### config.mk
export PLATFORM = sky130hd
export DESIGN_NAME = tlb_unit
export DESIGN_NICKNAME = d
export VERILOG_FILES = /design/src/rtl/tlb_unit_pkg.sv /design/src/rtl/tlb_unit_match.sv /design/src/rtl/tlb_unit.sv
export SDC_FILE = /design/constraint.sdc
export NUM_CORES = 2
export LEC_CHECK = 0
export CORE_MARGIN = 2
export CORE_UTILIZATION = 40
export CTS_CLUSTER_DIAMETER = 100
export DETAILED_ROUTE_END_ITERATION = 12
export HOLD_SLACK_MARGIN = 0.1
export SYNTH_ARGS = -nofsm -noshare
export SYNTH_HDL_FRONTEND = slang
export SYNTH_SLANG_ARGS = --single-unit
### constraint.sdc
create_clock -name clk -period 20.9 [get_ports clk]
set_clock_uncertainty 0.1 [all_clocks]
set_input_delay 4.18 -clock clk [delete_from_list [all_inputs] [get_ports clk]]
set_output_delay 4.18 -clock clk [all_outputs]
set_load 0.02 [all_outputs]
### src/rtl/tlb_unit_pkg.sv
// Shared MMU/CP0 types: CP0 register layouts, TLB entry record and
// translation result record used by the joint TLB.
package tlb_unit_pkg;

  localparam int         TLB_ENTRIES = 8;
  localparam int         IDX_W       = 3;
  localparam logic [2:0] CCA_CACHED  = 3'b011;

  // CP0 EntryHi: VPN2 in [31:13], ASID in [7:0]
  typedef struct packed {
    logic [18:0] vpn2;
    logic [4:0]  zero;
    logic [7:0]  asid;
  } EntryHi_t;

  // CP0 EntryLo0/EntryLo1: PFN in [25:6], C/D/V/G below it
  typedef struct packed {
    logic [5:0]  zero;
    logic [19:0] pfn;
    logic [2:0]  c;
    logic        d;
    logic        v;
    logic        g;
  } EntryLo_t;

  // CP0 Index: probe-failure bit P on top, entry index at the bottom
  typedef struct packed {
    logic                 p;
    logic [30-IDX_W:0]    zero;
    logic [IDX_W-1:0]     index;
  } Index_t;

  // CP0 Random: replacement index at the bottom
  typedef struct packed {
    logic [31-IDX_W:0]    zero;
    logic [IDX_W-1:0]     random;
  } Random_t;

  // One TLB entry: a shared VPN2/ASID/G tag and an even/odd page pair
  typedef struct packed {
    logic [18:0] vpn2;
    logic [7:0]  asid;
    logic        g;
    logic [19:0] pfn0;
    logic [2:0]  c0;
    logic        d0;
    logic        v0;
    logic [19:0] pfn1;
    logic [2:0]  c1;
    logic        d1;
    logic        v1;
  } TLBEntry_t;

  // Translation outcome for one lookup port
  typedef struct packed {
    logic [31:0] paddr;
    logic        cached;
    logic        refill;
    logic        invalid;
    logic        modified;
  } xlate_t;

endpackage

### src/rtl/tlb_unit_match.sv
// Fully associative tag compare with lowest-index priority encode.
// Pure combinational; one copy per lookup port plus one for probe.
module tlb_match
  import tlb_unit_pkg::*;
#(
  parameter int N = TLB_ENTRIES,
  parameter int W = IDX_W
) (
  input  logic [N-1:0][18:0] vpn2_tab,
  input  logic [N-1:0][7:0]  asid_tab,
  input  logic [N-1:0]       g_tab,
  input  logic [18:0]        vpn2,
  input  logic [7:0]         asid,
  output logic               hit,
  output logic [W-1:0]       idx
);

  // Walk from the top entry down so the lowest matching index is kept last
  always_comb begin
    hit = 1'b0;
    idx = '0;
    for (int e = N - 1; e >= 0; e--) begin
      if (vpn2_tab[e] == vpn2 && (g_tab[e] || asid_tab[e] == asid)) begin
        hit = 1'b1;
        idx = W'(e);
      end
    end
  end

endmodule

### src/rtl/tlb_unit.sv
// Joint instruction/data TLB beside CP0: TLBWI/TLBWR writes, TLBP probe,
// TLBR read-back and two independent single-cycle address translations.
module tlb_unit #(
  parameter int TLB_ENTRIES = 8,
  parameter int IDX_W       = 3
) (
  input  logic        clk,
  input  logic        rst_n,
  input  logic [31:0] EntryHi,
  input  logic [31:0] EntryLo0,
  input  logic [31:0] EntryLo1,
  input  logic [31:0] Index,
  input  logic [31:0] Random,
  input  logic [2:0]  K0,
  input  logic        tlbwi,
  input  logic        tlbwr,
  input  logic        tlbp,
  output logic [31:0] tlb_EntryHi,
  output logic [31:0] tlb_EntryLo0,
  output logic [31:0] tlb_EntryLo1,
  output logic [31:0] tlb_Index,
  input  logic        i_req,
  input  logic [31:0] i_vaddr,
  output logic        i_valid,
  output logic [31:0] i_paddr,
  output logic        i_cached,
  output logic        i_refill,
  output logic        i_invalid,
  input  logic        d_req,
  input  logic [31:0] d_vaddr,
  input  logic        d_we,
  output logic        d_valid,
  output logic [31:0] d_paddr,
  output logic        d_cached,
  output logic        d_refill,
  output logic        d_invalid,
  output logic        d_modified
);

  import tlb_unit_pkg::*;

  // Fault priority is refill > invalid > modified; any fault zeroes paddr/cached.
  function automatic xlate_t translate(input TLBEntry_t  e,
                                       input logic       hit,
                                       input logic [31:0] va,
                                       input logic [2:0] k0,
                                       input logic       we);
    xlate_t      r;
    logic [19:0] pfn;
    logic [2:0]  c;
    logic        d;
    logic        v;
    r   = '0;
    pfn = va[12] ? e.pfn1 : e.pfn0;
    c   = va[12] ? e.c1   : e.c0;
    d   = va[12] ? e.d1   : e.d0;
    v   = va[12] ? e.v1   : e.v0;
    if (va[31:30] == 2'b10) begin
      r.paddr  = {3'b000, va[28:0]};
      r.cached = ~va[29] & (k0 == CCA_CACHED);
    end else if (!hit) begin
      r.refill = 1'b1;
    end else if (!v) begin
      r.invalid = 1'b1;
    end else if (we && !d) begin
      r.modified = 1'b1;
    end else begin
      r.paddr  = {pfn, va[11:0]};
      r.cached = (c == CCA_CACHED);
    end
    return r;
  endfunction

  EntryHi_t  hi;
  EntryLo_t  lo0;
  EntryLo_t  lo1;
  TLBEntry_t new_entry;
  TLBEntry_t rd_entry;
  TLBEntry_t entries [TLB_ENTRIES];

  logic [TLB_ENTRIES-1:0][18:0] vpn2_tab;
  logic [TLB_ENTRIES-1:0][7:0]  asid_tab;
  logic [TLB_ENTRIES-1:0]       g_tab;

  logic             i_hit, d_hit, p_hit;
  logic [IDX_W-1:0] i_idx, d_idx, p_idx;
  xlate_t           i_res_p0, d_res_p0;
  logic             unused_bits;

  assign hi  = EntryHi;
  assign lo0 = EntryLo0;
  assign lo1 = EntryLo1;

  // Upper register bits carry no TLB state
  assign unused_bits = ^{hi.zero, lo0.zero, lo1.zero,
                         Index[31:IDX_W], Random[31:IDX_W]};

  // Assemble the entry image that a TLBWI/TLBWR would store
  always_comb begin
    new_entry      = '0;
    new_entry.vpn2 = hi.vpn2;
    new_entry.asid = hi.asid;
    new_entry.g    = lo0.g & lo1.g;
    new_entry.pfn0 = lo0.pfn;
    new_entry.c0   = lo0.c;
    new_entry.d0   = lo0.d;
    new_entry.v0   = lo0.v;
    new_entry.pfn1 = lo1.pfn;
    new_entry.c1   = lo1.c;
    new_entry.d1   = lo1.d;
    new_entry.v1   = lo1.v;
  end

  // Entry array: TLBWI has priority over TLBWR; reset clears every entry
  always_ff @(posedge clk) begin
    if (!rst_n) begin
      for (int e = 0; e < TLB_ENTRIES; e++) entries[e] <= '0;
    end else if (tlbwi) begin
      entries[Index[IDX_W-1:0]] <= new_entry;
    end else if (tlbwr) begin
      entries[Random[IDX_W-1:0]] <= new_entry;
    end
  end

  // Flatten tag fields for the matchers
  always_comb begin
    vpn2_tab = '0;
    asid_tab = '0;
    g_tab    = '0;
    for (int e = 0; e < TLB_ENTRIES; e++) begin
      vpn2_tab[e] = entries[e].vpn2;
      asid_tab[e] = entries[e].asid;
      g_tab[e]    = entries[e].g;
    end
  end

  tlb_match #(.N(TLB_ENTRIES), .W(IDX_W)) u_match_i (
    .vpn2_tab (vpn2_tab),
    .asid_tab (asid_tab),
    .g_tab    (g_tab),
    .vpn2     (i_vaddr[31:13]),
    .asid     (hi.asid),
    .hit      (i_hit),
    .idx      (i_idx)
  );

  tlb_match #(.N(TLB_ENTRIES), .W(IDX_W)) u_match_d (
    .vpn2_tab (vpn2_tab),
    .asid_tab (asid_tab),
    .g_tab    (g_tab),
    .vpn2     (d_vaddr[31:13]),
    .asid     (hi.asid),
    .hit      (d_hit),
    .idx      (d_idx)
  );

  tlb_match #(.N(TLB_ENTRIES), .W(IDX_W)) u_match_p (
    .vpn2_tab (vpn2_tab),
    .asid_tab (asid_tab),
    .g_tab    (g_tab),
    .vpn2     (hi.vpn2),
    .asid     (hi.asid),
    .hit      (p_hit),
    .idx      (p_idx)
  );

  // Probe result and TLBR read-back, both from pre-write contents
  always_comb begin
    rd_entry     = entries[Index[IDX_W-1:0]];
    tlb_EntryHi  = {rd_entry.vpn2, 5'b0, rd_entry.asid};
    tlb_EntryLo0 = {6'b0, rd_entry.pfn0, rd_entry.c0, rd_entry.d0, rd_entry.v0, rd_entry.g};
    tlb_EntryLo1 = {6'b0, rd_entry.pfn1, rd_entry.c1, rd_entry.d1, rd_entry.v1, rd_entry.g};
    tlb_Index    = '0;
    if (tlbp) begin
      tlb_Index = p_hit ? {{(32-IDX_W){1'b0}}, p_idx} : 32'h8000_0000;
    end
  end

  // Stage p0: combinational translation of both ports
  always_comb begin
    i_res_p0 = translate(entries[i_idx], i_hit, i_vaddr, K0, 1'b0);
    d_res_p0 = translate(entries[d_idx], d_hit, d_vaddr, K0, d_we);
  end

  // Stage p1: register results; fields hold when no request is issued
  always_ff @(posedge clk) begin
    if (!rst_n) begin
      i_valid    <= 1'b0;
      i_paddr    <= '0;
      i_cached   <= 1'b0;
      i_refill   <= 1'b0;
      i_invalid  <= 1'b0;
      d_valid    <= 1'b0;
      d_paddr    <= '0;
      d_cached   <= 1'b0;
      d_refill   <= 1'b0;
      d_invalid  <= 1'b0;
      d_modified <= 1'b0;
    end else begin
      i_valid <= i_req;
      d_valid <= d_req;
      if (i_req) begin
        i_paddr   <= i_res_p0.paddr;
        i_cached  <= i_res_p0.cached;
        i_refill  <= i_res_p0.refill;
        i_invalid <= i_res_p0.invalid;
      end
      if (d_req) begin
        d_paddr    <= d_res_p0.paddr;
        d_cached   <= d_res_p0.cached;
        d_refill   <= d_res_p0.refill;
        d_invalid  <= d_res_p0.invalid;
        d_modified <= d_res_p0.modified;
      end
    end
  end

endmodule

---- Yosys cells after proc, flatten, opt, wreduce, memory -nomap -nowiden ----
Memories as Yosys holds them, arrays and structs flattened.
Index checks and enable logic that the tools add are counted.
storage, ports and cells
  register bits ........................... 73
  output and inout port bits .............. 201
  memories ................................ 1
  bits of input ports ..................... 235
  logic and storage cells ................. 178
  bits in writable memories ............... 624
operators by class
  reduce and logical (&&, ||, !) cells .... 36
  equal/unequal tests ..................... 37
  bitwise logic cells ..................... 5
  mux-type cells .......................... 88
memory list
  memory   depth  width  rd ports  clocked after Yosys merged registers in  write ports  RTL line        source
  entries  8      78     11        0                                        8            tlb_unit.sv:79  TLBEntry_t entries [TLB_ENTRIES];
operators with widths
  kind                count
  $eq 19x19->1        24
  $mux 33             7
  $mux 78             2
  $reduce_or 78->1    2
  $mux 3              29
  $eq 8x8->1          8
  $mux 32             2
  $mux 1              44
  $mux 20             2
  $logic_and 1x1->1   25
  $eq 3x2->1 const B  3
  $logic_or 1x1->1    8
  $eq 2x2->1 const B  2
  $mux 2              2
  $and 1x1->1         3
  $not 1->1           2
  $logic_not 1->1     1

---- Depth between registers and ports, before layout ----
An unclocked memory read counts as a cell.
  depth after elaboration ................. 20
  depth in mapped cells ................... 17

---- Cells and area by module ----
From an unflattened synthesis, not the netlist that was laid out.
second synthesis, totals
  cell total of the unflattened synthesis .. 3487
  area total of the unflattened synthesis .. 44989.4 um^2
by module, submodules not included
  module     area each (um^2)  instances  cells each
  tlb_unit   36937.9           1          2479
  tlb_match  2683.8            3          336

---- Least setup slack after synthesis ----
OpenSTA, ideal clock, no wires.
  kind .................................... input to register
  start point ............................. in rst_n
  end point ............................... mem entries[4][0] (netlist bit), enable pin
  library setup time ...................... 622 ps
  data required time ...................... 20178 ps
  path slack .............................. 9615 ps
  path buffers ............................ 1
  arrival ................................. 10563 ps
  stages .................................. 5
  cell sequence ........................... clkbuf_1 nand2_1 mux2i_1 or2_2 o21ai_0
RTL lines
  item         RTL line        source
  from (decl)  tlb_unit.sv:8   input logic rst_n,
  to (decl)    tlb_unit.sv:79

---- Final worst setup path ----
  start point ............................. in EntryHi[7]
  end point ............................... out tlb_Index[31]
on the way
  word-level cells in the longest chain between the ends .. 13
  elaborated cells between the ends (all ways) .. 34
  classes of those cells .................. eq/ne (8); mux (10); reduce/logical (16)
RTL lines
  item                 RTL line              source
  from (decl)          tlb_unit.sv:9         input logic [31:0] EntryHi,
  $eq 8x8->1           tlb_unit_match.sv:23  if (vpn2_tab[e] == vpn2 && (g_tab[e] || asid_tab[e] == asid)) begin
  $logic_or 1x1->1     tlb_unit_match.sv:23
  $logic_and 1x1->1    tlb_unit_match.sv:23
  $mux 1 (7 in a row)  tlb_unit_match.sv:23
  $mux 1 *             tlb_unit_match.sv:23
  $mux 32 *            tlb_unit.sv:175       tlb_Index = p_hit ? {{(32-IDX_W){1'b0}}, p_idx} : 32'h8000_0000;
  $mux 32 *            tlb_unit.sv:174       if (tlbp) begin
  to (decl)            tlb_unit.sv:21        output logic [31:0] tlb_Index,
Every way passes the cells marked *; elsewhere a longest branch is shown, timed or not.

==> results.sh <==
export IMPL_status="finished clean"
export IMPL_dp_hpwl_um=109000
export IMPL_cap_violations=0
export IMPL_portBuffers=315
export IMPL_yosysTopAreaCell="edfxtp_1"
export IMPL_grt_pass1_wl_um=240000
export IMPL_clk_path_buf_depth=3
export IMPL_power_frac_seq_pct=45.3
export IMPL_path_max_fanout=16
export IMPL_comb_power_share_pct=16.3
export IMPL_start_util_pct=40.3
export IMPL_startpoint_type="input port"
export IMPL_synthTopCellsByArea="edfxtp_1 43%, and2_1 8.9%, mux4_2 8.8%, xor2_1 5.7%, xnor2_1 4.7%"
export IMPL_report_final_slew_viol_count=0
export IMPL_die_area_um2=112000
export IMPL_ir_worst_vdd_uv=49.1
export IMPL_timing_rr_start="entries[7][58]"
export IMPL_yosys_warnings=0
export IMPL_synthTopCellsByCount="624 x edfxtp_1, 622 x and2_1, 469 x nand2_1"
export IMPL_clock_root_buffer="clkbuf_16"
export IMPL_overflow=0
export IMPL_grt_pass1_vias=32600
export IMPL_worstHoldPathType="flip-flop to flip-flop"
export IMPL_min_from="d_refill"
export IMPL_viasPerCell=6.07
export IMPL_clk_pin_slew_ns=0.06
export IMPL_hold_buffers=0
export IMPL_swShare_pct=27.9
export IMPL_wl_per_cell_um=30.5
export IMPL_synth_top_area_share_pct=42.8
export IMPL_die_w_um=335
export IMPL_postCtsResizedCells=0
export IMPL_p_int_w=0.00273
export IMPL_end_kind="primary output"
export IMPL_drc=0
export IMPL_post_cts_setup_buffer_count=0
export IMPL_vias=33900
export IMPL_nets=4333
export IMPL_dr_first_iter_drc_count=4052
export IMPL_power_frac_clock_pct=38.4
export IMPL_final_util_pct=46.6
export IMPL_p_per_area_nw_per_um2=74.9
export IMPL_track_usage_pct=29.8
export IMPL_max_slew_worst_pin_slew_ns=1.24
export IMPL_core_um2=109000
export IMPL_clock_latency_ns=0.67
export IMPL_min_period_ns=12.63
export IMPL_ios=436
export IMPL_dr_pass1_iters=6
export IMPL_die_h_um=335
export IMPL_critPathKind="input port to primary output"
export IMPL_ys_seq_area_share_pct=46.1
export IMPL_cts_made_buffers=81
export IMPL_drt_antenna_violating_nets=0
export IMPL_drive_gt1_share_pct=13.8
export IMPL_htreeDepth=3
export IMPL_avgSynthCellArea_um2=11.1
export IMPL_synth_ff_type="edfxtp_1"
export IMPL_synth_edf_count=624
export IMPL_antenna_found_initial=20
export IMPL_area_growth_pct=15.5
export IMPL_synth_area_um2=43800
export IMPL_slew_headroom_pct=17.1
export IMPL_wirelength_um=170000
export IMPL_fmax_ghz=0.0792
export IMPL_hold_viol=0
export IMPL_yosysMostFrequentCell="edfxtp_1"
export IMPL_setup_violations=0
export IMPL_cp_arrival_ns=8.35
export IMPL_grt_max_degree=83
export IMPL_globalplace_congestion=0.957
export IMPL_p_leak_nw=17.6
export IMPL_cts_tree="yes"
export IMPL_critPathLaunch="EntryHi[7]"
export IMPL_synth_distinct_cells=84
export IMPL_power_switching_w=0.00106
export IMPL_ys_seq_elements=697
export IMPL_finalCritPeriodShare_pct=60.4
export IMPL_postSynthCellCount=3959
export IMPL_clock_sinks=697
export IMPL_rows=121
export IMPL_ys_async_sr_fraction_pct=0
export IMPL_setup_tns_ns=0
export IMPL_required_ns=16.62
export IMPL_rsz0062_at_grt="no"
==> area by class of cell <==
cell class	count	area, um^2
multi-input combinational	2892	22100
antenna	4	10.0
inverter	30	113
timing repair buffer	396	3760
clock buffer	103	2200
fill	9849	58100
sequential	697	20200
clock inverter	47	474
tap	1414	1770
==> registers in the layout, indices dropped and copies added, names as in the netlist <==
name / count
i_valid: 1
d_refill: 1
d_modified: 1
i_paddr: 32
i_refill: 1
entries: 624
d_valid: 1
d_invalid: 1
i_cached: 1
i_invalid: 1
d_cached: 1
d_paddr: 32
==> power by group through the flow <==
stage          registers (W)  logic [W]  clock network [W]
6_report             0.00172   0.000619            0.00145
5_1_grt              0.00172   0.000649            0.00152
4_1_cts              0.00171   0.000612            0.00146
3_5_place_dp         0.00174   0.000608                  0
3_3_place_gp         0.00174   0.000605                  0
2_1_floorplan        0.00172   0.000367                  0
==> per-stage QoR <==
stage | power [W] | instance area, um^2 | cells | worst slack, ns | hold WS (ns)
floorplan | 0.00209 | 44000 | 4003 | 9.61 | 0.424
finish | 0.00379 | 50600 | 5583 | 8.27 | 0.376
CTS | 0.00379 | 50600 | 5579 | 8.35 | 0.375
global route | 0.00389 | 50600 | 5581 | 8.15 | 0.389
global placement | 0.00234 | 47900 | 5429 | 8.43 | 0.358
detailed placement | 0.00235 | 47900 | 5429 | 8.36 | 0.357
==> placed cells by master (no fill, tap or decap), drive strengths merged, types with 36 or more instances in the layout <==
cell type,Yosys,routed
a21oi,78,78
a221oi,47,47
a31oi,58,58
and2,622,622
and3,55,55
buf,179,85
clkbuf,205,104
clkdlybuf4s50,0,310
conb,1,45
dfxtp,73,73
edfxtp,624,624
mux2,130,130
mux2i,51,51
mux4,171,171
nand2,471,471
nand3,55,55
nand4,64,64
nor2,63,63
nor3,36,36
nor4,75,75
o21ai,116,116
xnor2,236,236
xor2,284,284
==> routing by layer <==
layer	global-route usage (%)	up-vias	wire [um]
li1	-	14500	-
met5	0	-	143
met4	12.2	24	7630
met2	46.1	2122	76300
met1	39.5	16800	65900
met3	7.89	447	20400
==> worst paths after layout <==
check | cells past startpoint | slack, ns | end
max | 10 | 8.27 | tlb_Index[31]
min reg2reg | 2 | 0.38 | d_refill
max reg2reg | 13 | 13.70 | d_paddr[22]
min | 2 | 0.38 | d_refill
==> critical path, stage by stage <==
cell             delay, ns
clkdlybuf4s50_1       0.91
xor2_1                0.27
nor4_1                0.13
a21oi_1               0.92
nor3_1                0.20
nand2b_1              0.24
nor3_1                0.22
nor4bb_1              0.48
and2_1                0.20
clkdlybuf4s50_1       0.60
==> cell families (layout without fill, tap and decap cells) <==
group,count (synthesis),in the layout,share of synthesized area [%]
AND/OR/NAND/NOR,1482,1482,18.1
multiplexers,352,352,13.3
buffers and inverters,414,576,4.41
XOR/XNOR,520,520,10.4
other,1,49,0.00856
AO/OA/AOI/OAI,493,493,7.70
flip-flops,697,697,46.1
Power figures use the tool's default switching activity.
